<file path="src/rtl/ps2_key_ctrl_if.sv">
// PS/2 keyboard port bundle: raw keyboard lines toward the controller, decoded key state back.
// The controller uses the slave view; the keyboard side (or a bench) uses the master view.
interface ps2_key_ctrl_if;
    logic       ps2_clk;
    logic       ps2_data;
    logic [3:0] keys;
    logic [3:0] key_press;
    logic [3:0] key_release;
    logic [7:0] code;
    logic       code_valid;
    logic       frame_err;

    modport master (
        output ps2_clk, ps2_data,
        input  keys, key_press, key_release, code, code_valid, frame_err
    );

    modport slave (
        input  ps2_clk, ps2_data,
        output keys, key_press, key_release, code, code_valid, frame_err
    );
endinterface

</file>
<file path="src/rtl/ps2_key_ctrl.sv">
// PS/2 receive controller: synchronise and filter the raw lines, frame 11-bit packets, decode make/break/E0.
// Optional macro PS2_ARROW_KEYS_EN aliases E0-prefixed arrow codes onto keys[3:1].
module ps2_key_ctrl #(
    parameter int unsigned FILTER_LEN  = 8,
    parameter int unsigned TIMEOUT_CYC = 100000,
    parameter logic [7:0]  KEY0_CODE   = 8'h29,
    parameter logic [7:0]  KEY1_CODE   = 8'h1D,
    parameter logic [7:0]  KEY2_CODE   = 8'h23,
    parameter logic [7:0]  KEY3_CODE   = 8'h1C
) (
    input  logic          clk,
    input  logic          rst,
    ps2_key_ctrl_if.slave bus
);

    localparam int TO_W = $clog2(TIMEOUT_CYC + 1);
    localparam logic [3:0][7:0] KEY_CODES = {KEY3_CODE, KEY2_CODE, KEY1_CODE, KEY0_CODE};

    typedef enum logic [1:0] {
        S_IDLE,
        S_DATA,
        S_PARITY,
        S_STOP
    } state_t;

    logic [1:0]            r_clk_sync;
    logic [1:0]            r_data_sync;
    logic [FILTER_LEN-1:0] r_clk_sh;
    logic [FILTER_LEN-1:0] r_data_sh;
    logic                  r_clk_f;
    logic                  r_clk_f_q;
    logic                  r_data_f;
    logic                  w_fall;

    // NOTE: non-blocking assignments make every register here see the pre-edge value of the others,
    // so the synchronizer and filter stages shift correctly regardless of statement order.
    always_ff @(posedge clk or posedge rst) begin
        if (rst) begin
            r_clk_sync  <= '1;
            r_data_sync <= '1;
            r_clk_sh    <= '1;
            r_data_sh   <= '1;
            r_clk_f     <= 1'b1;
            r_clk_f_q   <= 1'b1;
            r_data_f    <= 1'b1;
        end else begin
            r_clk_sync  <= {r_clk_sync[0], bus.ps2_clk};
            r_data_sync <= {r_data_sync[0], bus.ps2_data};
            r_clk_sh    <= {r_clk_sh[FILTER_LEN-2:0], r_clk_sync[1]};
            r_data_sh   <= {r_data_sh[FILTER_LEN-2:0], r_data_sync[1]};
            if (&r_clk_sh)
                r_clk_f <= 1'b1;
            else if (~|r_clk_sh)
                r_clk_f <= 1'b0;
            if (&r_data_sh)
                r_data_f <= 1'b1;
            else if (~|r_data_sh)
                r_data_f <= 1'b0;
            r_clk_f_q <= r_clk_f;
        end
    end

    assign w_fall = r_clk_f_q & ~r_clk_f;

    state_t         r_state;
    state_t         w_state_nxt;
    logic [2:0]     r_bit_cnt;
    logic [7:0]     r_shift;
    logic           r_parity;
    logic [TO_W-1:0] r_to_cnt;
    logic [7:0]     r_code;
    logic           r_code_valid;
    logic           r_frame_err;
    logic           w_timeout;
    logic           w_frame_ok;
    logic           w_load_code;
    logic           w_err;

    assign w_timeout  = (r_state != S_IDLE) && (r_to_cnt == TO_W'(TIMEOUT_CYC));
    assign w_frame_ok = r_data_f & (^{r_shift, r_parity});

    // NOTE: every output of this block gets a default first, so no path can leave one unassigned
    // and infer a latch.
    always_comb begin
        w_state_nxt = r_state;
        w_load_code = 1'b0;
        w_err       = 1'b0;
        if (w_timeout) begin
            w_state_nxt = S_IDLE;
            w_err       = 1'b1;
        end else if (w_fall) begin
            case (r_state)
                S_IDLE:   if (!r_data_f) w_state_nxt = S_DATA;
                S_DATA:   if (r_bit_cnt == 3'd7) w_state_nxt = S_PARITY;
                S_PARITY: w_state_nxt = S_STOP;
                S_STOP: begin
                    w_state_nxt = S_IDLE;
                    if (w_frame_ok)
                        w_load_code = 1'b1;
                    else
                        w_err = 1'b1;
                end
                default:  w_state_nxt = S_IDLE;
            endcase
        end
    end

    always_ff @(posedge clk or posedge rst) begin
        if (rst) begin
            r_state      <= S_IDLE;
            r_bit_cnt    <= '0;
            r_shift      <= '0;
            r_parity     <= 1'b0;
            r_to_cnt     <= '0;
            r_code       <= '0;
            r_code_valid <= 1'b0;
            r_frame_err  <= 1'b0;
        end else begin
            r_state      <= w_state_nxt;
            r_code_valid <= w_load_code;
            r_frame_err  <= w_err;
            if (w_load_code)
                r_code <= r_shift;
            // The watchdog only runs inside a frame and restarts on every clock fall.
            if (r_state == S_IDLE || w_timeout || w_fall)
                r_to_cnt <= '0;
            else
                r_to_cnt <= r_to_cnt + TO_W'(1);
            if (w_fall && !w_timeout) begin
                case (r_state)
                    S_IDLE:   r_bit_cnt <= '0;
                    S_DATA: begin
                        r_shift   <= {r_data_f, r_shift[7:1]};
                        r_bit_cnt <= r_bit_cnt + 3'd1;
                    end
                    S_PARITY: r_parity <= r_data_f;
                    default:  ;
                endcase
            end
        end
    end

    logic [3:0] r_keys;
    logic [3:0] r_key_press;
    logic [3:0] r_key_release;
    logic       r_ext;
    logic       r_brk;
    logic [3:0] w_keys_nxt;
    logic       w_ext_nxt;
    logic       w_brk_nxt;

    always_comb begin
        w_keys_nxt = r_keys;
        w_ext_nxt  = r_ext;
        w_brk_nxt  = r_brk;
        if (r_code_valid) begin
            if (r_code == 8'hE0) begin
                w_ext_nxt = 1'b1;
            end else if (r_code == 8'hF0) begin
                w_brk_nxt = 1'b1;
            end else begin
                if (r_ext) begin
`ifdef PS2_ARROW_KEYS_EN
                    case (r_code)
                        8'h75:   w_keys_nxt[1] = ~r_brk;
                        8'h74:   w_keys_nxt[2] = ~r_brk;
                        8'h6B:   w_keys_nxt[3] = ~r_brk;
                        default: ;
                    endcase
`endif
                end else begin
                    for (int i = 0; i < 4; i++) begin
                        if (r_code == KEY_CODES[i])
                            w_keys_nxt[i] = ~r_brk;
                    end
                end
                w_ext_nxt = 1'b0;
                w_brk_nxt = 1'b0;
            end
        end
    end

    // Edge pulses are derived from the next key state so they line up with the keys update.
    always_ff @(posedge clk or posedge rst) begin
        if (rst) begin
            r_keys        <= '0;
            r_key_press   <= '0;
            r_key_release <= '0;
            r_ext         <= 1'b0;
            r_brk         <= 1'b0;
        end else begin
            r_keys        <= w_keys_nxt;
            r_key_press   <= w_keys_nxt & ~r_keys;
            r_key_release <= ~w_keys_nxt & r_keys;
            r_ext         <= w_ext_nxt;
            r_brk         <= w_brk_nxt;
        end
    end

    assign bus.keys        = r_keys;
    assign bus.key_press   = r_key_press;
    assign bus.key_release = r_key_release;
    assign bus.code        = r_code;
    assign bus.code_valid  = r_code_valid;
    assign bus.frame_err   = r_frame_err;

endmodule

</file>
<file path="src/flat_wrapper.sv">
// flat-port wrapper written by rule: the top's interface ports become plain ports
module ps2_key_ctrl_flat 
#(
    parameter int unsigned FILTER_LEN  = 8,
    parameter int unsigned TIMEOUT_CYC = 100000,
    parameter logic [7:0]  KEY0_CODE   = 8'h29,
    parameter logic [7:0]  KEY1_CODE   = 8'h1D,
    parameter logic [7:0]  KEY2_CODE   = 8'h23,
    parameter logic [7:0]  KEY3_CODE   = 8'h1C
)
  (clk, rst, bus_ps2_clk, bus_ps2_data, bus_keys, bus_key_press, bus_key_release, bus_code, bus_code_valid, bus_frame_err);
  ps2_key_ctrl_if bus_i ();
  input  logic clk;
  input  logic rst;
  input wire logic [$bits(bus_i.ps2_clk)-1:0] bus_ps2_clk;
  input wire logic [$bits(bus_i.ps2_data)-1:0] bus_ps2_data;
  output wire logic [$bits(bus_i.keys)-1:0] bus_keys;
  output wire logic [$bits(bus_i.key_press)-1:0] bus_key_press;
  output wire logic [$bits(bus_i.key_release)-1:0] bus_key_release;
  output wire logic [$bits(bus_i.code)-1:0] bus_code;
  output wire logic [$bits(bus_i.code_valid)-1:0] bus_code_valid;
  output wire logic [$bits(bus_i.frame_err)-1:0] bus_frame_err;
  assign bus_i.ps2_clk = bus_ps2_clk;
  assign bus_i.ps2_data = bus_ps2_data;
  assign bus_keys = bus_i.keys;
  assign bus_key_press = bus_i.key_press;
  assign bus_key_release = bus_i.key_release;
  assign bus_code = bus_i.code;
  assign bus_code_valid = bus_i.code_valid;
  assign bus_frame_err = bus_i.frame_err;
  ps2_key_ctrl #(.FILTER_LEN(FILTER_LEN), .TIMEOUT_CYC(TIMEOUT_CYC), .KEY0_CODE(KEY0_CODE), .KEY1_CODE(KEY1_CODE), .KEY2_CODE(KEY2_CODE), .KEY3_CODE(KEY3_CODE)) u_core (.clk(clk), .rst(rst), .bus(bus_i));
endmodule
</file>
<file path="config.mk">
export PLATFORM = sky130hd
export DESIGN_NAME = ps2_key_ctrl_flat
export DESIGN_NICKNAME = d
export VERILOG_FILES = /design/src/rtl/ps2_key_ctrl_if.sv /design/src/rtl/ps2_key_ctrl.sv /design/src/flat_wrapper.sv
export SDC_FILE = /design/constraint.sdc
export NUM_CORES = 1
export LEC_CHECK = 0
export CELL_PAD_IN_SITES_DETAIL_PLACEMENT = 1
export CELL_PAD_IN_SITES_GLOBAL_PLACEMENT = 2
export CORE_MARGIN = 2
export CORE_UTILIZATION = 40
export CTS_CLUSTER_SIZE = 10
export DETAILED_ROUTE_END_ITERATION = 16
export PLACE_DENSITY = 0.82
export REMOVE_ABC_BUFFERS = 1
export SLEW_MARGIN = 30
export SYNTH_ARGS = -nofsm -noshare
export SYNTH_HDL_FRONTEND = slang
export SYNTH_SLANG_ARGS = --single-unit
export TNS_END_PERCENT = 100
</file>
<file path="constraint.sdc">
create_clock -name clk -period 6.8 [get_ports clk]
set_input_delay 1.02 -clock clk [delete_from_list [all_inputs] [get_ports clk]]
set_output_delay 1.02 -clock clk [all_outputs]
set_load 0.01 [all_outputs]
</file>
Yosys cells after proc, flatten, opt, wreduce, memory -nomap -nowiden

Index checks and enable logic that the tools add are counted.

Register bits after elaboration: 78
Bits of input ports: 4
Logic and storage cells: 97
Output and inout port bits: 22

Muxes and demuxes: 30
Add/sub/neg operators: 2
Bitwise operators: 9
Equal/unequal tests: 16
Reductions and logical operators: 20

Operators by type and width:

| cell                    | number |
|---|---|
| $mux W1                 | 19 |
| $add A17 B1 Y17 const B | 1 |
| $eq A17 B17 Y1 const B  | 1 |
| $mux W17                | 1 |
| $eq A8 B5 Y1 const B    | 2 |
| $eq A8 B6 Y1 const B    | 2 |
| $eq A8 B8 Y1 const B    | 2 |
| $mux W4                 | 4 |
| $reduce_and A8 Y1       | 2 |
| $reduce_or A8 Y1        | 2 |
| $reduce_and A2 Y1       | 5 |
| $reduce_xor A9 Y1       | 1 |
| $and A4 B4 Y4           | 2 |
| $mux W2                 | 4 |
| $not A4 Y4              | 2 |
| $pmux W2 S4             | 1 |
| $ne A2 B1 Y1 const B    | 3 |
| $pmux W3 S2             | 1 |
| $reduce_bool A2 Y1      | 3 |
| $eq A2 B2 Y1 const B    | 2 |
| $add A3 B1 Y3 const B   | 1 |
| $eq A3 B3 Y1 const B    | 1 |
| $ne A3 B1 Y1 const B    | 1 |
| $ne A3 B3 Y1 const B    | 1 |
| 8 further kinds         | 13 |

Depth between registers and ports, before layout

Gate-level depths: netlist (run 1).

Depth after elaboration: 8
Depth in mapped cells: 8
Depth with buffers taken out: 7

Least setup slack after synthesis (run 1)

Ideal clock, no wire load.

Path type: reg2reg
Start point: register u_core.r_shift[7]
End point: register u_core.r_code[0] (netlist: u_core.bus.code[0])
Data arrival time: 1919 ps
Stages on the path, launching flop included: 6
Clock period less this slack: 2044 ps
Path slack: 4756 ps
Data required time: 6675 ps
Path through: dfrtp_1 -> xor2_1 -> xnor3_1 -> xnor2_1 -> nor4b_4 -> mux2_2

Cells in the longest elaborated chain, start to end: 6

Ends and longest elaborated chain:

| item                         | line                | RTL |
|---|---|---|
| start, declared              | ps2_key_ctrl.sv:68  | `logic [7:0] r_shift;` |
| start signal, assigned       | ps2_key_ctrl.sv:133 | `r_shift <= {r_data_f, r_shift[7:1]};` |
| $reduce_xor A9 Y1            | ps2_key_ctrl.sv:80  | `assign w_frame_ok = r_data_f & (^{r_shift, r_parity});` |
| $and A1 B1 Y1                | ps2_key_ctrl.sv:80  |  |
| $mux W1                      | ps2_key_ctrl.sv:98  | `if (w_frame_ok)` |
| $mux W1                      | ps2_key_ctrl.sv:92  | `case (r_state)` |
| $mux W1                      | ps2_key_ctrl.sv:91  | `end else if (w_fall) begin` |
| $mux W1                      | ps2_key_ctrl.sv:88  | `if (w_timeout) begin` |
| named net u_core.w_load_code | ps2_key_ctrl.sv:76  | `logic w_load_code;` |
| end signal, assigned         | ps2_key_ctrl.sv:123 | `r_code <= r_shift;` |
| end, declared                | ps2_key_ctrl.sv:71  | `logic [7:0] r_code;` |

The timed path passes the listed nets, and every way through them passes these cells.
A chain may end at the register's enable or synchronous reset.

Worst setup path in the final report (run 1)

Start point: register u_core.r_code[1] (netlist: u_core.bus.code[1])
End point: output port bus_code[1]

RTL lines:

| item          | line               | RTL |
|---|---|---|
| end, declared | flat_wrapper.sv:20 | `output wire logic [$bits(bus_i.code)-1:0] bus_code;` |

No word-level cell between the ends.

==> results.cfg, run 1 <==
[sta]
setup_viol = 0
fin_crit_ns = 2.38
final_hold_viol_count = 0
rsz0062_at_grt = false
timing.fmax_ghz = 0.421
slew_violations = 0
fin_skew_ns = 0.00912
min_period_over_period_pct = 34.9
tns_ns = 0
max_slew_margin_pct = 46.1
whs_ns = 0.359
worst_slew_pin_slew_ns = 0.805

[cells_and_area]
most-common-layout-cells = dfrtp_1, nor2_1, clkdlybuf4s50_1, dfstp_2, nand2_1
syn_to_final_growth_pct = 17.6
drive_above_1_share_pct = 20.8
utilization_pct = 48.5
num_antenna_cells = 0
nNetsFinal = 296
final_common_cell = dfrtp_1

[worst_setup_path]
required_ns = 5.78
crit_type = reg -> out
r2r_cells = 7
startpoint_type = register
cp-end-kind = output pin
cp_max_fo = 6
path_cells = clkdlybuf4s50_1
regToRegStartpoint = u_core.r_to_cnt[0]$_DFF_PP0_
cp_num_buf_inv = 1
cpLargestDelayFamily = buffers and inverters
slowest_stage = clkdlybuf4s50_1
critical-path-max-stage-delay_ns = 0.57
arrival_ns = 1.36
reg2reg_to = u_core.r_shift[1]$_DFFE_PP0P_
r2r_setup_slack_ns = 4.53

[drt]
first_iter_violations = 28
ant_nets = 0
wl_per_cell_um = 14.7
routed_wl_um = 5730
met1_length_um = 2750
vias_per_cell = 5.01
dr.pass1.iters = 4
wl_met2_um = 2710
wl_met3_um = 177
maxUsedRoutingLayer = met4
drc = 0
vias = 1958

[synth]
synth_xor_xnor_area_share_pct = 6.51
synth_top_family_by_area = simple AND/OR/NAND/NOR gates
synth_enable_flop_cells = 0
synth_seq_area_share_pct = 62.5
syn_area_mm2 = 0.00317
syn_inst = 252
synth-async-reset-ratio_pct = 100
synth-simple-area-share_pct = 16.1
synthAdderAreaFrac_pct = 3.16
synth_cell_types = 36
ys.flop_type = dfrtp_1
synth_compound_area_share_pct = 3.55
synth_warnings = 0
synth-seq-cells = 78
syn_avg_cell_area_um2 = 12.6
synth_mux_area_share_pct = 6.71

[grt]
track_usage_pct = 15.3
grt_pass1_vias = 2032
grt_max_degree = 79
grt_overflow = 0
antenna_found_initial = 0
grt_pass1_wl_um = 10200

[power_and_ir_drop]
ir_worst_vdd_mv = 0.111
total_leakage_power_nw = 1.67
powerDensity_mw_per_mm2 = 274

[clock_tree]
cts-root-buf = clkbuf_8
clk_latency_ns = 0.35
clockBufferDepth = 2
cts_sinks = 78
cts_made_buffers = 9
cts.repair.resized = 0
clk_pin_slew_ns = 0.08
post-cts-setup-buffer-count = 0
cts_htree_levels = 3
cts_hold_buf = 0
tritoncts = built

[flow_run]
drv_cap = 0

[placed_design]
place_congestion = 0.744
io_buffer_count = 25
hpwl_um = 3870

[floorplanning]
die_area_mm2 = 0.00865
coreArea_mm2 = 0.00769
initial_core_util_pct = 41.2
die_w_um = 93.0
num_rows = 32
die_h_um = 93.0
pin_count = 26

[hold_path]
worst_hold_path.num_cells = 0
hold-path-endpoint = u_core.r_clk_sync[1]$_DFF_PP1_
min_path_type = reg -> reg
holdCritStartpoint = u_core.r_clk_sync[0]$_DFF_PP1_

[run_status]
status = completed
cell type report:
class / instances / area [um^2]
clock inverters: 6 / 62.6
fillers: 817 / 3960
multi-input cells: 162 / 1140
clock buffers: 10 / 128
inverters: 7 / 26.3
flip-flops and latches: 78 / 1980
repair buffers: 26 / 262
well taps: 102 / 128
cell families (layout without fill, tap and decap cells):
logic type	after synthesis	count (layout)
simple gates	96	96
compound gates	17	17
flops	78	78
mux	19	19
xor+xnor	22	22
fa+ha+maj	8	8
buf+inv	12	49
Yosys cell counts (all sizes together) (2+ instances only):
library cell	count	area [um^2]
nor2	30	113
nor3	4	20.0
mux2	18	203
ha	8	100
nand3b	2	15.0
or4	2	15.0
nor4b	4	50.1
and4	3	26.3
a21oi	2	10.0
clkbuf	4	15.0
xor2	16	140
nor4bb	3	30.0
xnor2	5	43.8
inv	7	26.3
dfstp	23	604
nor2b	2	12.5
nand2	20	75.1
dfrtp	55	1380
o41ai	2	17.5
and3	4	25.0
o21ai	7	35.0
nand3	10	50.1
nand4	8	50.1
a22o	2	17.5
state kept, by name, summed over array words and instances, names as in the netlist, 2 cells and up:
register,flops
u_core.bus.keys,4
u_core.r_clk_sync,2
u_core.r_to_cnt,17
u_core.bus.code,8
u_core.bus.key_release,4
u_core.r_shift,8
u_core.bus.key_press,4
u_core.r_state,2
u_core.r_bit_cnt,3
u_core.r_data_sync,2
u_core.r_clk_sh,8
u_core.r_data_sh,8
through the flow:
step / power [mW] / worst slack [ns] / cells / cell area, um^2
after global placement: 0.689 / 4.47 / 375 / 3540
after floorplan: 0.653 / 3.82 / 247 / 3150
after global routing: 1.09 / 4.27 / 391 / 3730
final: 1.02 / 4.42 / 391 / 3730
after detailed placement: 0.696 / 4.45 / 375 / 3540
after CTS: 1.04 / 4.40 / 391 / 3730
report_power, final:
| part | leakage (nW) | switching (mW) | internal [mW] |
|---|---|---|---|
| logic | 0.579 | 0.0867 | 0.0663 |
| clock network | 0.0883 | 0.167 | 0.168 |
| registers | 1.00 | 0.0303 | 0.502 |
metal layers:
metal,vias up,GRT usage [%]
met3,10,4.59
met2,22,23.4
met5,-,0
met1,990,20.4
met4,0,6.37
li1,936,-
worst max path at each step:
stage                     slack [ns]  cells past startpoint                      startpoint                              to
after floorplan                 3.82                      1                             rst  u_core.bus.code[0]$_DFFE_PP0P_
after global placement          4.47                      3                             rst   u_core.r_state[0]$_DFFE_PP0P_
after detailed placement        4.45                      3                             rst   u_core.r_state[0]$_DFFE_PP0P_
after CTS                       4.40                      1  u_core.bus.code[1]$_DFFE_PP0P_                     bus_code[1]
after global routing            4.27                      7    u_core.r_to_cnt[0]$_DFF_PP0_   u_core.r_shift[3]$_DFFE_PP0P_
final                           4.42                      1  u_core.bus.code[1]$_DFFE_PP0P_                     bus_code[1]
Power figures use the tool's default switching activity.
==> inputs of run 2 (changes only) <==
--- a/config.mk
+++ b/config.mk
@@ -8,10 +8,10 @@
 export CELL_PAD_IN_SITES_DETAIL_PLACEMENT = 1
 export CELL_PAD_IN_SITES_GLOBAL_PLACEMENT = 2
 export CORE_MARGIN = 2
-export CORE_UTILIZATION = 40
+export CORE_UTILIZATION = 36
 export CTS_CLUSTER_SIZE = 10
 export DETAILED_ROUTE_END_ITERATION = 16
-export PLACE_DENSITY = 0.82
+export PLACE_DENSITY = 0.78
 export REMOVE_ABC_BUFFERS = 1
 export SLEW_MARGIN = 30
 export SYNTH_ARGS = -nofsm -noshare
==> constraint.sdc (replaced) <==
create_clock -name clk -period 2.1 [get_ports clk]
set_input_delay 0.315 -clock clk [delete_from_list [all_inputs] [get_ports clk]]
set_output_delay 0.315 -clock clk [all_outputs]
set_load 0.01 [all_outputs]
==> run 2 against run 1 <==
Worst setup slack got worse by 4.4 ns. Clock skew hardly changed. Combinational power grew to 3.9 times the previous value. Routed wire length up 6.6%. Design area is 4.5% higher. Die area grew 11%. Worst hold slack hardly changed. First-iteration DRC count increased by 43%. Clock power grew to 3.6 times the previous value. Non-clock buffer count grew 15. Largest power group unchanged.
==> results.cfg, run 2 (synthesis results as in run 1) <==
[power_and_ir_drop]
total_leakage_power_nw = 1.77
powerDensity_mw_per_mm2 = 900
ir_worst_vdd_mv = 0.482

[grt]
track_usage_pct = 14.3
grt_pass1_wl_um = 10800
antenna_found_initial = 0
grt_overflow = 0
grt_pass1_vias = 2177
grt_max_degree = 79

[sta]
timing.fmax_ghz = 0.490
worst_slack_ns = 0.0605
max_slew_margin_pct = 65.0
worst_slew_pin_slew_ns = 0.524
final_hold_viol_count = 0
fin_crit_ns = 2.04
tns_ns = 0
min_period_over_period_pct = 97.1
slew_violations = 0
fin_skew_ns = 0.00886
setup_viol = 0
rsz0062_at_grt = true

[cells_and_area]
nNetsFinal = 311
drive_above_1_share_pct = 25.7
syn_to_final_growth_pct = 22.9
num_antenna_cells = 0
final_common_cell = dfrtp_1
most-common-layout-cells = dfrtp_1, nor2_1, clkdlybuf4s50_1, dfstp_2, nand2_1
final_area_mm2 = 0.00390
top_register = u_core.r_to_cnt
utilization_pct = 45.1
largest_reg_flops = 17
final_cells = 412

[floorplanning]
pin_count = 26
num_rows = 34
die_w_um = 97.8
coreArea_mm2 = 0.00864
initial_core_util_pct = 36.7
die_area_mm2 = 0.00957
die_h_um = 97.8

[clock_tree]
cts_sinks = 78
clk_latency_ns = 0.35
cts_hold_buf = 0
clockBufferDepth = 2
cts-root-buf = clkbuf_8
cts_htree_levels = 3
cts_made_buffers = 9
tritoncts = built
clk_pin_slew_ns = 0.08

[worst_setup_path]
startpoint = u_core.r_shift[0]$_DFFE_PP0P_
cp-end-kind = register
cp_max_fo = 9
cpLargestDelayFamily = XOR/XNOR gates
cp_num_buf_inv = 1
cp-endpoint = u_core.bus.code[6]$_DFFE_PP0P_
critical-path-max-stage-delay_ns = 0.43
slowest_stage = xnor3_1
regToRegStartpoint = u_core.r_shift[0]$_DFFE_PP0P_
r2r_setup_slack_ns = 0.06
r2r_cells = 6
required_ns = 2.33
reg2reg_to = u_core.bus.code[6]$_DFFE_PP0P_
path_cells = xor2_1, xnor3_1, xnor2_1, nor4b_4, buf_6, mux2_2
crit_type = reg -> reg
startpoint_type = register
arrival_ns = 2.27
path_depth = 6

[placed_design]
place_congestion = 0.712
dp.cells = 393
io_buffer_count = 25
hpwl_um = 4120
placed_cell_area_mm2 = 0.00365
place_ws_ns = 0.0280

[drt]
wl_per_cell_um = 14.8
vias = 2010
routed_wl_um = 6110
vias_per_cell = 4.88
ant_nets = 0
drc = 0
first_iter_violations = 40
dr.pass1.iters = 3

[run_status]
status = completed

[hold_path]
min_path_type = reg -> reg

[flow_run]
drv_cap = 0
==> run 2: cell types whose count changed in the layout (fill, tap and decap cells not counted), moves of 2 or more <==
| cell | delta |
|---|---|
| buf_4 | +14 |
| clkinvlp_4 | -2 |
| nor2_1 | -2 |
| nor2_2 | +2 |
==> run 2: timing repair <==
action                     CTS  global route
setup endpoints to repair    1            18
gates resized for setup      1             3
setup buffers                0             3
==> run 2: report_power, final <==
part / switching [mW] / internal [mW] / total, mW
Combinational: 0.323 / 0.280 / 0.603
Sequential: 0.0778 / 1.62 / 1.70
Clock: 0.536 / 0.667 / 1.20
Total: 0.937 / 2.57 / 3.51
==> run 2: how the worst min path moves through the flow <==
stage / cells past startpoint / endpoint / from
after floorplan: 0 / u_core.r_clk_sync[0]$_DFF_PP1_ / bus_ps2_clk
after global placement: 0 / u_core.r_clk_sh[0]$_DFF_PP1_ / u_core.r_clk_sync[1]$_DFF_PP1_
after detailed placement: 0 / u_core.r_data_sync[1]$_DFF_PP1_ / u_core.r_data_sync[0]$_DFF_PP1_
final: 0 / u_core.r_data_sh[0]$_DFF_PP1_ / u_core.r_data_sync[1]$_DFF_PP1_
after global routing: 1 / u_core.r_data_sync[0]$_DFF_PP1_ / bus_ps2_data
after CTS: 1 / u_core.r_data_sync[0]$_DFF_PP1_ / bus_ps2_data
==> run 2: through the flow <==
stage | hold slack (ns) | total power, mW
5_1_grt | 0.358 | 3.71
4_1_cts | 0.347 | 3.57
3_3_place_gp | 0.346 | 2.30
2_1_floorplan | 0.319 | 2.11
6_report | 0.358 | 3.51
3_5_place_dp | 0.348 | 2.33
==> run 2: per-layer routing <==
metal	part of all wire, %	up-vias	global-route usage [%]
li1	-	968	-
met4	1.8	0	6.41
met5	0	-	0
met1	47	1012	18.1
met2	49	20	22.7
met3	2.4	10	4.15
==> run 2: cell type report <==
class	instances	area, um^2
inverter	7	26.3
sequential	78	1980
clock buffer	10	128
tap	108	135
multi-input combinational	162	1150
fill	910	4740
timing repair buffer	41	387
clock inverter	6	86.3
